==> src/rtl/addertree_acc_ctrl.sv <==
// addertree_acc_ctrl
// Sequences one accumulation job over an external pipelined adder tree.
// A job of num_chunks chunks is requested with a start pulse. Chunks are
// accepted from upstream while in FEED, and each accepted chunk enters the
// tree (tree_issue). A TREE_LATENCY-deep valid shift register follows every
// chunk through the tree. When a chunk's sum appears on tree_sum, it is added
// into a wrapping accumulator. When every chunk has retired, the result is
// held on acc_out/acc_valid until downstream takes it.
//
// Handshakes: a chunk transfers on a cycle where chunk_valid && chunk_ready
// (that cycle is tree_issue). A result transfers on a cycle where
// acc_valid && acc_ready. The side that asserts valid holds its data stable
// until that transfer cycle.
//
// Ports
//   clk, rst_n        clock (rising edge), asynchronous active-low reset
//   start, num_chunks job request pulse and job length (sampled in IDLE)
//   chunk_valid       upstream chunk present on the tree inputs
//   chunk_ready       controller accepts a chunk (FEED only)
//   tree_issue        chunk enters the adder tree this cycle
//   tree_sum          adder tree output, two's complement
//   acc_out/acc_valid accumulated result and its valid flag
//   acc_ready         downstream accepts the result
//   busy              controller is not IDLE
//   done              1-cycle pulse after the result is taken
//   err_zero          1-cycle pulse after a zero-length start
//   ovf               sticky signed overflow of the running sum
//   stateDbg          current FSM state (IDLE=0, FEED=1, DRAIN=2, OUT=3)
module addertree_acc_ctrl #(
  parameter int NUM_ELEMENTS   = 50,
  parameter int DATA_WIDTH_fix = 64,
  parameter int TREE_LATENCY   = 4,
  parameter int CNT_W          = 8
) (
  input  logic                      clk,
  input  logic                      rst_n,
  input  logic                      start,
  input  logic [CNT_W-1:0]          num_chunks,
  input  logic                      chunk_valid,
  output logic                      chunk_ready,
  output logic                      tree_issue,
  input  logic [DATA_WIDTH_fix-1:0] tree_sum,
  output logic [DATA_WIDTH_fix-1:0] acc_out,
  output logic                      acc_valid,
  input  logic                      acc_ready,
  output logic                      busy,
  output logic                      done,
  output logic                      err_zero,
  output logic                      ovf,
  output logic [1:0]                stateDbg
);

  // Parameter sanity at elaboration time; NUM_ELEMENTS only describes the
  // tree's chunk size and does not size any logic in this controller.
  if (TREE_LATENCY < 1) begin : gBadLatency
    $error("TREE_LATENCY must be at least 1");
  end
  if (NUM_ELEMENTS < 1) begin : gBadElements
    $error("NUM_ELEMENTS must be at least 1");
  end

  typedef enum logic [1:0] {
    IDLE  = 2'd0,
    FEED  = 2'd1,
    DRAIN = 2'd2,
    OUT   = 2'd3
  } state_t;

  localparam int MSB = DATA_WIDTH_fix - 1;

  state_t                   state, stateNext;
  logic [CNT_W-1:0]         numLatched;
  logic [CNT_W-1:0]         issuedCnt;
  logic [CNT_W-1:0]         retiredCnt;
  logic [CNT_W-1:0]         retiredNext;
  logic [TREE_LATENCY-1:0]  validSr;
  logic [TREE_LATENCY-1:0]  validSrNext;
  logic [DATA_WIDTH_fix-1:0] accReg;
  logic [DATA_WIDTH_fix-1:0] accSum;
  logic                     ovfReg;
  logic                     doneReg;
  logic                     errZeroReg;
  logic                     sumValid;
  logic                     retireEn;
  logic                     acceptStart;
  logic                     lastIssue;
  logic                     addOvf;

  always_comb begin
    chunk_ready = (state == FEED);
    tree_issue  = chunk_valid & chunk_ready;

    // Shifting left and refilling bit 0 also covers TREE_LATENCY == 1.
    validSrNext    = validSr << 1;
    validSrNext[0] = tree_issue;

    sumValid    = validSr[TREE_LATENCY-1];
    retireEn    = sumValid && ((state == FEED) || (state == DRAIN));
    retiredNext = retiredCnt + CNT_W'(retireEn);
    accSum      = accReg + tree_sum;
    // Signed overflow: equal-sign addends producing a result of the other sign.
    addOvf      = (accReg[MSB] == tree_sum[MSB]) && (accSum[MSB] != accReg[MSB]);

    acceptStart = (state == IDLE) && start && (num_chunks != '0);
    lastIssue   = tree_issue && ((issuedCnt + CNT_W'(1)) == numLatched);

    stateNext = state;
    case (state)
      IDLE:  if (acceptStart) stateNext = FEED;
      FEED:  if (lastIssue) stateNext = DRAIN;
      DRAIN: if (retiredNext == numLatched) stateNext = OUT;
      OUT:   if (acc_ready) stateNext = IDLE;
      default: stateNext = IDLE;
    endcase
  end

  always_ff @(posedge clk or negedge rst_n) begin
    if (!rst_n) begin
      state      <= IDLE;
      numLatched <= '0;
      issuedCnt  <= '0;
      retiredCnt <= '0;
      validSr    <= '0;
      accReg     <= '0;
      ovfReg     <= 1'b0;
      doneReg    <= 1'b0;
      errZeroReg <= 1'b0;
    end else begin
      state      <= stateNext;
      validSr    <= validSrNext;
      doneReg    <= (state == OUT) && acc_ready;
      errZeroReg <= (state == IDLE) && start && (num_chunks == '0);
      if (acceptStart) begin
        numLatched <= num_chunks;
        issuedCnt  <= '0;
        retiredCnt <= '0;
        accReg     <= '0;
        ovfReg     <= 1'b0;
      end else begin
        if (tree_issue) issuedCnt <= issuedCnt + CNT_W'(1);
        if (retireEn) begin
          retiredCnt <= retiredNext;
          accReg     <= accSum;
          if (addOvf) ovfReg <= 1'b1;
        end
      end
    end
  end

  assign acc_out   = accReg;
  assign acc_valid = (state == OUT);
  assign busy      = (state != IDLE);
  assign done      = doneReg;
  assign err_zero  = errZeroReg;
  assign ovf       = ovfReg;
  assign stateDbg  = state;

endmodule

==> config.mk <==
export PLATFORM = sky130hd
export DESIGN_NAME = addertree_acc_ctrl
export DESIGN_NICKNAME = d
export VERILOG_FILES = /design/src/rtl/addertree_acc_ctrl.sv
export SDC_FILE = /design/constraint.sdc
export NUM_CORES = 1
export LEC_CHECK = 0
export CAP_MARGIN = 20
export CORE_ASPECT_RATIO = 0.7
export CORE_MARGIN = 4
export CORE_UTILIZATION = 50
export CTS_CLUSTER_DIAMETER = 120
export DETAILED_ROUTE_END_ITERATION = 12
export GPL_ROUTABILITY_DRIVEN = 0
export PLACE_DENSITY = 0.77
export SLEW_MARGIN = 10
export SYNTH_ARGS = -nofsm -noshare
export SYNTH_HDL_FRONTEND = slang
export SYNTH_SLANG_ARGS = --single-unit
==> constraint.sdc <==
create_clock -name clk -period 4.5 [get_ports clk]
set_input_delay 0.9 -clock clk [delete_from_list [all_inputs] [get_ports clk]]
set_output_delay 0.9 -clock clk [all_outputs]
set_load 0.02 [all_outputs]
==> out/results.txt <==
CP startpoint kind = primary input
count of cell types in the netlist = 65
worst slew pin tran = 0.813 ns
CTS tree = done
Die Span Y = 115 um
Row Count = 38
Final ANT Viol Nets = 0
arrival time worst endpoint = 4.27 ns
DP Wirelength = 18600 um
Worst Path Max Fanout = 7
Avg Inst Size Synth = 7.95 sq um
critical path's top delay family = simple AND/OR/NAND/NOR gates
synthesized cell area = 8150 sq um
number of buffer and inverter stages on the critical path = 1
initial DRC count = 714
nets = 1292
# Post-CTS Setup Buffers = 0
core area = 15700 sq um
sequential share of the synthesized area = 29.8%
final cell utilization of the core = 64.1%
TNS Setup = 0 ns
via count of the routed design = 8257
P&R area growth vs syn = 23.8%
instance count on the critical path = 11
Final Cell Area = 10100 sq um
Starting Density = 51.8%
crit share post-route = 88.4%
status = complete, no violations
CTS buffer count = 9
IO buf count = 149
critical path's largest stage delay = 0.47 ns
crit path kind = in2reg
Layout Skew = 0.0101 ns
Die W = 161 um
Peak supply drop = 0.332 mV
most used cell, CP = mux2i_1
hold slack = 0.353 ns
share of layout cells above drive strength 1 = 3.92%
final wirelength = 24800 um
total congestion overflow = 0
Ports = 150
Post-CTS Hold Buffers = 0
commonest non-fill, non-tap cell in the layout = clkdlybuf4s50_1
Critical Path End Type = flip-flop
final hold violation count = 0
pwr dens = 642 nW/um^2
Area after DPL = 9800 sq um
clock transition at the registers of the reported paths = 0.08 ns
Max Cap Viol = 0
# DRC = 0
Tot GR Track Use = 26.3%
crit path max-delay cell type = o41a_1
vias in the first global route = 7833
Clock Path Buffers = 2
DIE AREA = 18400 sq um
Initial DRT Pass Iterations = 6
Hold Path Depth = 0
DR vias/cell = 6.04
clk root buf = clkbuf_16
LEAKAGE = 4.57 nW
first-pass GRT wire length = 40100 um
routed len/inst = 18.2 um
RSZ-0062 raised after global routing = false
achievable clock frequency = 251 MHz
Mapped Nets = 1174
minimum clock period = 3.98 ns
Async S/R FF share, synth = 100%
Post-CTS Resized = 0
Yosys warnings = 0
worst skew pair latency = 0.36 ns
fin. max-slew vios = 0
CP cell instances = clkdlybuf4s50_1 -> ha_1 -> nand4_1 -> or3_1 -> nor3_1 -> o211ai_1 -> nand3_1 -> a41oi_1 -> o41a_1 -> mux2i_1 -> mux2i_1
Post-synth top flop = dfrtp_1
Yosys reg bits = 97
count of clock tree sinks = 97
H-tree depth = 3
most frequent cells in the layout = clkdlybuf4s50_1 (148), nand2_1 (138), a21oi_1 (107), dfrtp_1 (97), o21ai_0 (84)
ANT cells = 0
pin count of the biggest net entering global routing = 71
antenna violations before repair = 0
critical path data required time = 4.79 ns
HP Class = reg2reg
Slew HR = 45.8%
count of final setup violators = 0
Post-synth EDFFs = 0
Post-Synthesis Cells = 1025
Register-to-Register Path Depth = 10
worst paths after layout:
path,startpoint,end,slack (ns)
max,tree_sum[26],acc_out[63],0.52
min,validSr[1],validSr[2],0.35
max reg2reg,acc_out[26],acc_out[63],1.05
min reg2reg,validSr[1],validSr[2],0.35
max in group asynchronous,rst_n,acc_out[13],3.13
min in group asynchronous,rst_n,acc_out[38],0.54
kinds of logic (layout without fill, tap and decap cells):
kind of cell	count (synthesis)	after routing	synth area share, %
AO/OA/AOI/OAI	329	329	25.0
buffers and inverters	76	199	3.70
flip-flops	97	97	29.8
AND/OR/NAND/NOR	370	370	21.5
multiplexers	8	8	0.998
XOR/XNOR	73	73	7.84
adder cells (fa/ha/maj)	72	72	11.1
state kept, by name, indices dropped and copies added (netlist names):
register,flops
numLatched,8
stateDbg,2
err_zero,1
acc_out,64
done,1
ovf,1
issuedCnt,8
validSr,4
retiredCnt,8
final cells by class:
type / count / area (sq um)
inverter: 22 / 82.6
tap: 220 / 275
timing repair buffer: 161 / 1580
clock buffer: 9 / 225
clock inverter: 7 / 67.6
sequential: 97 / 2430
fill: 1348 / 5640
multi-input combinational: 852 / 5440
Yosys cell counts (3+ instances only):
master    instances  share of area, %
o21bai_1         10              0.92
nor3b_1           5              0.46
buf_2             9              0.55
o21a_1           10              0.92
dfrtp_1          97                30
inv_1            22               1.0
a31oi_1          10              0.77
clkbuf_1         36               1.7
nand2b_1          8              0.61
o21ai_0          84               5.2
or2_2             4              0.31
nand2_1         139               6.4
buf_1             5              0.23
xnor2_1          39               4.2
or3_1            12              0.92
and3_1           15               1.2
mux2i_1           7              0.86
nand3_1          32               2.0
xor2_1           34               3.7
a221o_1           3              0.37
o41ai_1           5              0.54
ha_1             71                11
nor2b_1           7              0.54
a211oi_1         12               1.1
o31a_1            3              0.32
clkbuf_2          4              0.25
a21o_1           40               3.7
o211ai_1         11               1.0
and2_1           15               1.2
nor4_1            5              0.38
nor3_1           21               1.3
nand4_1          23               1.8
a21oi_1         108               6.6
o31ai_1           3              0.28
a221oi_1          3              0.32
nor2_1           74               3.4
stage by stage:
stage / cells / worst slack, ns / power [mW]
2_1_floorplan: 1025 / 1.03 / 4.24
3_3_place_gp: 1352 / 0.315 / 5.55
3_5_place_dp: 1352 / 0.239 / 5.61
4_1_cts: 1368 / 0.600 / 6.43
5_1_grt: 1368 / 0.286 / 6.96
6_report: 1368 / 0.521 / 6.48
worst reg2reg max path: cells and delay by family (launching register included):
| kind | cells | cell delay [ns] |
|---|---|---|
| mux | 2 | 0.40 |
| fa+ha+maj | 1 | 0.46 |
| simple gates | 4 | 1.18 |
| compound gates | 3 | 0.93 |
| flops | 1 | 0.41 |
layer usage:
| layer | routed length, um | vias to the layer above | GRT usage, % | part of all wire [%] |
|---|---|---|---|---|
| met5 | 0 | - | 0 | 0 |
| met4 | 253 | 0 | 4.30 | 1.0 |
| met3 | 2400 | 42 | 7.24 | 9.7 |
| met2 | 10100 | 399 | 38.7 | 41 |
| met1 | 12100 | 3877 | 39.3 | 49 |
| li1 | - | 3939 | - | - |
power by group:
part / total (mW) / internal, mW / switching, mW
clock network: 0.790 / 0.393 / 0.397
registers: 1.50 / 1.18 / 0.317
logic: 4.19 / 1.76 / 2.43
No activity file was read; power rests on OpenSTA's default activity.
